==> src/rtl/pipe_elastic_chain_pkg.sv <==
// ---------------------------------------------------------------------------
// pipe_elastic_chain_pkg
//   Shared constants for the elastic pipeline chain and its users. The
//   ID/EX/MEM stages agree on where each control bit lives, so a bubble
//   (control forced to zero) is harmless to all of them.
//
//   Contents:
//     WORD_SIZE        default payload width
//     CTRL_W_DEFAULT   default control-field width
//     CTRL_*           bit positions inside the control field
//     occ_width()      width of an occupancy count for a given stage count
//     warm_width()     width of the post-reset warm-up counter
// ---------------------------------------------------------------------------
package pipe_elastic_chain_pkg;

    localparam int WORD_SIZE      = 16;
    localparam int CTRL_W_DEFAULT = 8;

    // Control-field bit positions. All are active-high, so an all-zero
    // control field is a safe no-op bubble.
    localparam int CTRL_READM     = 0;
    localparam int CTRL_WRITEM    = 1;
    localparam int CTRL_REGWRITE  = 2;
    localparam int CTRL_HALT      = 3;

    // Each stage holds at most two beats (main + skid), so the count
    // ranges over 0..2*stages.
    function automatic int occ_width(input int stages);
        return $clog2(2 * stages + 1);
    endfunction

    // A zero-length warm-up still needs a one-bit register.
    function automatic int warm_width(input int warmup);
        return (warmup > 0) ? $clog2(warmup + 1) : 1;
    endfunction

endpackage : pipe_elastic_chain_pkg

==> src/rtl/pipe_skid_stage.sv <==
// ---------------------------------------------------------------------------
// pipe_skid_stage
//   One elastic stage: a main register M that drives the downstream side and
//   a skid register S that catches a beat arriving while M is stalled. The
//   upstream ready is simply !S.valid taken from a flop, so no combinational
//   ready path runs through the stage.
//
//   Ports:
//     clk, reset          clock, synchronous active-high reset
//     flush_i             kill both held beats at this edge
//     up_valid_i/_data_i/_ctrl_i   incoming beat
//     up_ready_o          stage can take a beat this cycle (registered)
//     down_valid_o/_data_o/_ctrl_o outgoing beat (M register)
//     down_ready_i        downstream takes M this cycle
//     m_valid_d_o, s_valid_d_o     next-state valid bits, for occupancy
// ---------------------------------------------------------------------------
module pipe_skid_stage
    import pipe_elastic_chain_pkg::*;
#(
    parameter int DATA_W = WORD_SIZE,
    parameter int CTRL_W = CTRL_W_DEFAULT
) (
    input  logic              clk,
    input  logic              reset,
    input  logic              flush_i,
    input  logic              up_valid_i,
    input  logic [DATA_W-1:0] up_data_i,
    input  logic [CTRL_W-1:0] up_ctrl_i,
    output logic              up_ready_o,
    output logic              down_valid_o,
    output logic [DATA_W-1:0] down_data_o,
    output logic [CTRL_W-1:0] down_ctrl_o,
    input  logic              down_ready_i,
    output logic              m_valid_d_o,
    output logic              s_valid_d_o
);

    logic              m_valid_q, m_valid_d;
    logic [DATA_W-1:0] m_data_q,  m_data_d;
    logic [CTRL_W-1:0] m_ctrl_q,  m_ctrl_d;
    logic              s_valid_q, s_valid_d;
    logic [DATA_W-1:0] s_data_q,  s_data_d;
    logic [CTRL_W-1:0] s_ctrl_q,  s_ctrl_d;
    logic              accept;

    assign accept = up_valid_i && !s_valid_q;

    // NOTE: every always_comb output gets its hold value first, so no path
    // through the branches below leaves a signal unassigned (no latch).
    always_comb begin
        m_valid_d = m_valid_q;
        m_data_d  = m_data_q;
        m_ctrl_d  = m_ctrl_q;
        s_valid_d = s_valid_q;
        s_data_d  = s_data_q;
        s_ctrl_d  = s_ctrl_q;

        if (!m_valid_q || down_ready_i) begin
            // M is free this edge. A held skid beat is older than anything
            // upstream and goes first; upstream is stalled (ready=0) then.
            if (s_valid_q) begin
                m_valid_d = 1'b1;
                m_data_d  = s_data_q;
                m_ctrl_d  = s_ctrl_q;
                s_valid_d = 1'b0;
            end else begin
                m_valid_d = accept;
                if (accept) begin
                    m_data_d = up_data_i;
                    m_ctrl_d = up_ctrl_i;
                end
            end
        end else if (accept) begin
            // M is stalled; park the beat in S. S is empty here because
            // accept already requires !s_valid_q.
            s_valid_d = 1'b1;
            s_data_d  = up_data_i;
            s_ctrl_d  = up_ctrl_i;
        end

        // Flush overrides any accept or advance in the same cycle.
        if (flush_i) begin
            m_valid_d = 1'b0;
            s_valid_d = 1'b0;
        end
    end

    // NOTE: state registers use non-blocking assignments so every flop in
    // the chain samples the pre-edge values of its neighbours.
    always_ff @(posedge clk) begin
        if (reset) begin
            // NOTE: data/ctrl registers are reset too, because the chain's
            // output payload must read zero straight out of reset.
            m_valid_q <= 1'b0;
            m_data_q  <= '0;
            m_ctrl_q  <= '0;
            s_valid_q <= 1'b0;
            s_data_q  <= '0;
            s_ctrl_q  <= '0;
        end else begin
            m_valid_q <= m_valid_d;
            m_data_q  <= m_data_d;
            m_ctrl_q  <= m_ctrl_d;
            s_valid_q <= s_valid_d;
            s_data_q  <= s_data_d;
            s_ctrl_q  <= s_ctrl_d;
        end
    end

    assign up_ready_o   = !s_valid_q;
    assign down_valid_o = m_valid_q;
    assign down_data_o  = m_data_q;
    assign down_ctrl_o  = m_ctrl_q;
    assign m_valid_d_o  = reset ? 1'b0 : m_valid_d;
    assign s_valid_d_o  = reset ? 1'b0 : s_valid_d;

endmodule : pipe_skid_stage

==> src/rtl/pipe_elastic_chain.sv <==
// ---------------------------------------------------------------------------
// pipe_elastic_chain
//   STAGES skid-buffered pipeline registers chained with valid/ready. Beats
//   keep their order, the chain holds up to 2*STAGES of them, and a full
//   stream moves at one beat per cycle. Adds a synchronous flush, zeroed
//   control on bubbles, a post-reset warm-up hold on in_ready and a
//   registered occupancy count.
//
//   Ports:
//     clk, reset                 clock, synchronous active-high reset
//     in_valid_i/_data_i/_ctrl_i upstream beat
//     in_ready_o                 chain accepts a beat this cycle
//     out_valid_o/_data_o/_ctrl_o beat at chain output (ctrl 0 when idle)
//     out_ready_i                downstream accepts (0 = stall)
//     flush_i                    drop every beat held, plus any input beat
//     occupancy_o                number of beats held
//     drained_o                  chain empty and warm-up finished
// ---------------------------------------------------------------------------
module pipe_elastic_chain
    import pipe_elastic_chain_pkg::*;
#(
    parameter int DATA_W = WORD_SIZE,
    parameter int CTRL_W = CTRL_W_DEFAULT,
    parameter int STAGES = 2,
    parameter int WARMUP = 1,
    localparam int OCC_W = occ_width(STAGES)
) (
    input  logic              clk,
    input  logic              reset,
    input  logic              in_valid_i,
    output logic              in_ready_o,
    input  logic [DATA_W-1:0] in_data_i,
    input  logic [CTRL_W-1:0] in_ctrl_i,
    output logic              out_valid_o,
    input  logic              out_ready_i,
    output logic [DATA_W-1:0] out_data_o,
    output logic [CTRL_W-1:0] out_ctrl_o,
    input  logic              flush_i,
    output logic [OCC_W-1:0]  occupancy_o,
    output logic              drained_o
);

    localparam int WARM_W = warm_width(WARMUP);

    // ---------------- warm-up counter ----------------
    // Loaded on reset, counts down once; a flush does not touch it.
    logic [WARM_W-1:0] warm_q, warm_d;
    logic              warm_done;

    assign warm_done = (warm_q == '0);
    assign warm_d    = warm_done ? warm_q : warm_q - WARM_W'(1);

    always_ff @(posedge clk) begin
        if (reset) begin
            warm_q <= WARM_W'(WARMUP);
        end else begin
            warm_q <= warm_d;
        end
    end

    // ---------------- stage chain ----------------
    // Link k is the upstream side of stage k; link STAGES is the output.
    logic [STAGES:0]   link_valid;
    logic [STAGES:0]   link_ready;
    logic [DATA_W-1:0] link_data [STAGES+1];
    logic [CTRL_W-1:0] link_ctrl [STAGES+1];
    logic [STAGES-1:0] m_valid_d;
    logic [STAGES-1:0] s_valid_d;

    // Gating the input valid during warm-up keeps stage 0 from accepting
    // while in_ready_o is forced low.
    assign link_valid[0]      = in_valid_i && warm_done;
    assign link_data[0]       = in_data_i;
    assign link_ctrl[0]       = in_ctrl_i;
    assign link_ready[STAGES] = out_ready_i;

    for (genvar k = 0; k < STAGES; k++) begin : g_stage
        pipe_skid_stage #(
            .DATA_W (DATA_W),
            .CTRL_W (CTRL_W)
        ) u_stage (
            .clk          (clk),
            .reset        (reset),
            .flush_i      (flush_i),
            .up_valid_i   (link_valid[k]),
            .up_data_i    (link_data[k]),
            .up_ctrl_i    (link_ctrl[k]),
            .up_ready_o   (link_ready[k]),
            .down_valid_o (link_valid[k+1]),
            .down_data_o  (link_data[k+1]),
            .down_ctrl_o  (link_ctrl[k+1]),
            .down_ready_i (link_ready[k+1]),
            .m_valid_d_o  (m_valid_d[k]),
            .s_valid_d_o  (s_valid_d[k])
        );
    end

    // ---------------- occupancy ----------------
    // Summing the next-state valid bits makes the registered count change
    // on the same edge as the valid flops themselves.
    logic [OCC_W-1:0] occ_q, occ_d;

    always_comb begin
        occ_d = '0;
        for (int k = 0; k < STAGES; k++) begin
            occ_d = occ_d + OCC_W'(m_valid_d[k]) + OCC_W'(s_valid_d[k]);
        end
    end

    always_ff @(posedge clk) begin
        if (reset) begin
            occ_q <= '0;
        end else begin
            occ_q <= occ_d;
        end
    end

    // ---------------- outputs ----------------
    assign in_ready_o  = link_ready[0] && warm_done;
    assign out_valid_o = link_valid[STAGES];
    assign out_data_o  = link_data[STAGES];
    // Bubbles carry an all-zero control field so no stray write/halt leaks.
    assign out_ctrl_o  = out_valid_o ? link_ctrl[STAGES] : '0;
    assign occupancy_o = occ_q;
    assign drained_o   = (occ_q == '0) && warm_done;

endmodule : pipe_elastic_chain
==> config.mk <==
export PLATFORM = sky130hd
export DESIGN_NAME = pipe_elastic_chain
export DESIGN_NICKNAME = d
export VERILOG_FILES = /design/src/rtl/pipe_elastic_chain_pkg.sv /design/src/rtl/pipe_skid_stage.sv /design/src/rtl/pipe_elastic_chain.sv
export SDC_FILE = /design/constraint.sdc
export NUM_CORES = 1
export LEC_CHECK = 0
export BUFFER_PORTS_ARGS = -buffer_cell sky130_fd_sc_hd__buf_2
export CORE_ASPECT_RATIO = 1.75
export CORE_MARGIN = 5
export CORE_UTILIZATION = 58
export CTS_CLUSTER_SIZE = 10
export DETAILED_ROUTE_END_ITERATION = 10
export PLACE_DENSITY = 0.8
export SLEW_MARGIN = 25
export SYNTH_ARGS = -nofsm -noshare
export SYNTH_HDL_FRONTEND = slang
export SYNTH_SLANG_ARGS = --single-unit
==> constraint.sdc <==
create_clock -name clk -period 3.39 [get_ports clk]
set_clock_uncertainty 0.1 [all_clocks]
set_input_delay 0.339 -clock clk [delete_from_list [all_inputs] [get_ports clk]]
set_output_delay 0.339 -clock clk [all_outputs]
set_load 0.1 [all_outputs]
After elaboration in Yosys (flattened, before gate mapping)
Index checks and enable logic that the tools add are counted.

storage, ports and cells
  flip-flop bits (word level) = 104
  latch bits = 0
  bits in writable memories = 0
  memory bits (read-only) = 0
  input bits = 29
  output and inout bits = 30
  word-level logic and storage cells = 65
  memories kept = 0

operators by class
  add/subtract/negate cells = 4
  multipliers = 0
  divide/modulo/power cells = 0
  magnitude comparators = 0
  equal/unequal tests = 0
  shifts and indexed selects = 0
  muxes and demuxes = 26
  bitwise logic cells = 3
  reduce and logical (&&, ||, !) cells = 18

operator list
  operator               count
  $mux W16               4
  $mux W8                5
  $mux W1                17
  $reduce_and A2 Y1      4
  $logic_and A1 B1 Y1    5
  $logic_not A1 Y1       4
  $reduce_bool A2 Y1     2
  $add A2 B1 Y3          1
  $add A3 B1 Y3          1
  $logic_not A3 Y1       1
  $not A1 Y1             3
  $add A1 B1 Y2          1
  $logic_or A1 B1 Y1     2
  $sub A1 B1 Y1 const B  1

Longest topological paths before layout
  depth in word-level cells = 10
  mapped depth = 9

Modules after synthesis
A second synthesis with hierarchy kept.

unflattened totals
  cells, all modules = 480
  area total of the unflattened synthesis = 4561.9 µm²

modules (own cells, without submodules)
  module              times used  cells each  area each (µm²)  sequential area each (µm²)
  pipe_skid_stage     2           227         2159.6           1001.0
  pipe_elastic_chain  1           26          242.7            80.1

Least setup slack after synthesis
Ideal clock, no wire load.

  kind = flip-flop to output port
  start point = register occ_q[1], in the netlist occupancy_o[1]
  end point = output drained_o
  arrival time = 3667 ps
  path slack = -716 ps
  cell stages (with the launch flop) = 2
  path buffers = 0
  path through = dfxtp_1 > nor4_1

on the way
  longest elaborated chain between the ends = 2

RTL lines
  element                   line                       text
  start: declaration        pipe_elastic_chain.sv:101  logic [OCC_W-1:0] occ_q, occ_d;
  start signal: assignment  pipe_elastic_chain.sv:112  occ_q <= '0;
  start signal: assignment  pipe_elastic_chain.sv:114  occ_q <= occ_d;
  $logic_not A3 Y1          pipe_elastic_chain.sv:125  assign drained_o = (occ_q == '0) && warm_done;
  $logic_and A1 B1 Y1       pipe_elastic_chain.sv:125
  end: declaration          pipe_elastic_chain.sv:40   output logic drained_o

No other way between the ends.

Worst setup path after layout
  start point = register warm_q
  end point = register occ_q[1], in the netlist occupancy_o[1]

on the way
  longest elaborated chain between the ends = 10
  elaborated cells between the ends (all ways) = 14
  those cells by class = add/sub (3); mux (8); bitwise (1); reduce/logical (2)

RTL lines
  element                            line                                            text
  start: declaration                 pipe_elastic_chain.sv:47                        logic [WARM_W-1:0] warm_q, warm_d;
  start signal: assignment           pipe_elastic_chain.sv:55                        warm_q <= WARM_W'(WARMUP);
  start signal: assignment           pipe_elastic_chain.sv:57                        warm_q <= warm_d;
  $not A1 Y1 *                       pipe_elastic_chain.sv:50                        assign warm_done = (warm_q == '0);
  $logic_and A1 B1 Y1 *              pipe_elastic_chain.sv:72                        assign link_valid[0] = in_valid_i && warm_done;
  $logic_and A1 B1 Y1 *              pipe_skid_stage.sv:46                           assign accept = up_valid_i && !s_valid_q;
  $mux W1, on equally long branches  pipe_skid_stage.sv:61, pipe_skid_stage.sv:73
  $mux W1                            pipe_skid_stage.sv:58                           if (!m_valid_q || down_ready_i) begin
  $mux W1                            pipe_skid_stage.sv:82                           if (flush_i) begin
  $mux W1, on equally long branches  pipe_skid_stage.sv:114, pipe_skid_stage.sv:115
  $add A1 B1 Y2 *                    pipe_elastic_chain.sv:106                       occ_d = occ_d + OCC_W'(m_valid_d[k]) + OCC_W'(s_valid_d[k]);
  $add A2 B1 Y3 *                    pipe_elastic_chain.sv:106
  $add A3 B1 Y3 *                    pipe_elastic_chain.sv:106
  net occ_d[1]                       pipe_elastic_chain.sv:101

The timed path passes the listed nets; every way through them passes the cells marked *.
A chain may end at the register's enable or synchronous reset.

==> flow_metrics.env <==
export IMPL_power_switching_share=0.2384
export IMPL_slew_headroom=0.4833
export IMPL_critPathCaptureType="flip-flop"
export IMPL_cts_hold_buffers=0
export IMPL_die_w_um=79.10
export IMPL_grt_usage=0.1870
export IMPL_internal_power_mw=1.922
export IMPL_num_vias=3401
export IMPL_clock_latency_ps=340
export IMPL_fillers=684
export IMPL_rsz0062_at_grt="false"
export IMPL_endpoint="occupancy_o[1]"
export IMPL_area_growth_pct=11.10
export IMPL_cp_top_family="adder cells"
export IMPL_clockPowerShare=0.408
export IMPL_ios=59
export IMPL_clockRootBuffer="clkbuf_16"
export IMPL_p_comb_frac=0.091
export IMPL_status="finished, final reports clean"
export IMPL_cts_buffer_depth=2
export IMPL_ys_types=31
export IMPL_htreeDepth=3
export IMPL_worstPathCellList="nor2b_1, nor2_1, or3_1, fa_1, inv_1, ha_1, ha_1, nor2b_1"
export IMPL_clkSlewWorstSetupHoldPaths_ps=70
export IMPL_rr_startpoint="warm_q"
export IMPL_worst_pin_slew_ps=775.1
export IMPL_chipHeight_um=130.9
export IMPL_cap_violations=0
export IMPL_crit_slowest_cell="fa_1"
export IMPL_grt_pass1_wl_um=15600
export IMPL_grt_pass1_vias=3313
export IMPL_mostFrequentLayoutCells="dfxtp_1 (104), mux2i_1 (72), buf_2 (57)"
export IMPL_timing_rr_end="occupancy_o[1]"
export IMPL_worstPathMaxFanout=4
export IMPL_power_density_mw_per_mm2=468.8
export IMPL_finalSetupTns_ps=0
export IMPL_synth_nets=529
export IMPL_placementRows=44
export IMPL_seqPwrFrac=0.501
export IMPL_r2r_cells=8
export IMPL_crit_required_ps=3490
export IMPL_ff2ff_setup_slack_ps=860
export IMPL_synth_fa_ha_area_frac=0.009295
export IMPL_power_mw=2.524
export IMPL_hold_viol=0
export IMPL_synth_xor_area_frac=0
export IMPL_muxShareOfSynthArea=0.2045
export IMPL_cts_setup_buffers=0
export IMPL_dp_hpwl_um=6075
export IMPL_dpl_cell_area_sq_mm=0.005084
export IMPL_finalMaxSlewViolations=0
export IMPL_design_area_sq_mm=0.005384
export IMPL_cts_tree="yes"
export IMPL_final_common_cell="dfxtp_1"
export IMPL_irDropWorstVdd_uv=279.1
export IMPL_numCtsBuffers=9
export IMPL_routed_wl_um=8945
export IMPL_synth_compound_area_frac=0.1133
export IMPL_arrival_ps=2620
export IMPL_synth_area_sq_mm=0.004846
export IMPL_grt_overflow_total=0
export IMPL_yosys_area_share_simple=0.1846
export IMPL_startpoint_type="flip-flop"
export IMPL_drt_initial_drc_count=272
export IMPL_power_leakage_nw=1.941
export IMPL_finalSetupViolations=0
export IMPL_synth_top_family_by_area="multiplexers"
export IMPL_cts_resized=0
export IMPL_routedWlPerCell_um=14.22
export IMPL_drc=0
export IMPL_layout_drive_gt1_share=0.2458
export IMPL_dieArea_sq_mm=0.01036
export IMPL_dr_pass1_iters=4
export IMPL_fin_nets=564
export IMPL_hold_path_class="in -> reg"
export IMPL_cp_depth=8
export IMPL_yosys_warnings=0
export IMPL_netSwitchingPower_mw=0.6016
export IMPL_antenna_found_initial=0
export IMPL_yosysSeqAreaShare=0.4296
export IMPL_post_route_period_util=0.7449
export IMPL_critical_path_class="reg -> reg"
export IMPL_crit_start="warm_q"
export IMPL_gp_congestion=0.7473
export IMPL_numClockSinks=104
export IMPL_place_port_buffers=58
export IMPL_synth_seq_cells=104
export IMPL_detail_route_antenna_nets=0
export IMPL_antenna_diode_count=0
export IMPL_start_util=0.5868
export IMPL_crit_buf_inv=1
export IMPL_synth_area_per_cell_sq_um=9.750
export IMPL_core_sq_mm=0.008258
export IMPL_synth_cells=497
export IMPL_critPathMaxStageDelay_ps=540
export IMPL_grt_max_degree=81
export IMPL_max_freq_ghz=0.3960
export IMPL_min_period_ps=2525
export IMPL_vias_per_cell=5.407
[synth_stat cells]
cell type	instances	share of area
a211oi_1	4	0.0062
a211oi_2	20	0.052
a21o_1	2	0.0031
a21oi_1	49	0.051
and2_1	8	0.010
and2_4	1	0.0018
buf_1	2	0.0015
buf_12	2	0.0083
buf_2	12	0.012
buf_4	6	0.0093
buf_6	5	0.012
clkbuf_1	17	0.013
dfxtp_1	104	0.43
fa_1	1	0.0041
ha_1	2	0.0052
inv_1	3	0.0023
mux2_2	24	0.056
mux2i_1	72	0.15
nand2_1	49	0.038
nand2b_1	49	0.063
nand4bb_1	1	0.0023
nor2_1	27	0.021
nor2b_1	28	0.036
nor3_1	2	0.0021
nor3b_2	1	0.0026
nor4_1	1	0.0013
nor4bb_1	1	0.0021
o21ai_2	1	0.0018
or2_1	1	0.0013
or2_2	1	0.0013
or3_1	1	0.0013
[logic make-up (layout without fill, tap and decap cells)]
family | after synthesis | after routing
buffers and inverters | 47 | 87
and+or+nand+nor | 171 | 171
AOI/OAI and AO/OA | 76 | 76
DFF | 104 | 104
adders and majority gates | 3 | 3
muxes | 96 | 96
[how the worst min path moves through the flow]
stage	start	end	slack, ps	cells past startpoint
6_report	in_data_i[11]	g_stage[0].u_stage.s_data_q[11]	160	3
5_1_grt	in_data_i[11]	g_stage[0].u_stage.s_data_q[11]	160	3
4_1_cts	in_data_i[11]	g_stage[0].u_stage.s_data_q[11]	150	3
3_5_place_dp	g_stage[1].u_stage.s_data_q[10]	g_stage[1].u_stage.s_data_q[10]	350	2
3_3_place_gp	g_stage[1].u_stage.s_data_q[10]	g_stage[1].u_stage.s_data_q[10]	340	2
2_1_floorplan	reset	warm_q	270	0
[per-stage QoR]
stage,hold WS (ps),cells,setup WS (ps),util
floorplan,266.7,497,455.2,-
global placement,340.9,613,854.6,0.6156
detailed placement,346.1,613,802.4,0.6156
CTS,153.2,629,880.4,0.6520
global route,164.2,629,753.0,0.6520
finish,157.5,629,864.7,0.6520
[state kept, by name, indices dropped and copies added, names as in the netlist]
register and cells:
g_stage.u_stage.down_valid_o 2, occupancy_o 3, g_stage.u_stage.down_ctrl_o 16, warm_q 1, g_stage.u_stage.s_valid_q 2, g_stage.u_stage.down_data_o 32
g_stage.u_stage.s_data_q 32, g_stage.u_stage.s_ctrl_q 16
[worst min-delay path, stage by stage]
cell and delay (ps):
buf_2 100, nand2b_1 60, mux2i_1 60
[per-layer routing]
layer / GRT usage / vias up / share of wire
met5: 0 / - / 0
met4: 0.08806 / 0 / 0.024
met3: 0.03018 / 16 / 0.037
met2: 0.2999 / 72 / 0.48
met1: 0.2459 / 1560 / 0.46
li1: - / 1753 / -
[layout make-up]
cell class,instances,area [sq um],area share
multi-input cells,346,2507,0.4657
flip-flops and latches,104,2082,0.3867
repair buffers,68,367.9,0.06832
clock buffers,12,246.5,0.04578
well taps,92,115.1,0.02138
clock inverters,4,53.80,0.009993
inverters,3,11.26,0.002092
[power groups by stage]
stage                     sequential [mW]  clock [mW]  combinational [mW]
after CTS                            1.27        1.05               0.231
after floorplan                      1.34           0               0.132
after global placement               1.29           0               0.224
after global routing                 1.27        1.10               0.248
final                                1.27        1.03               0.229
after detailed placement             1.29           0               0.229
Note: power is estimated with default switching activity, not from simulation.
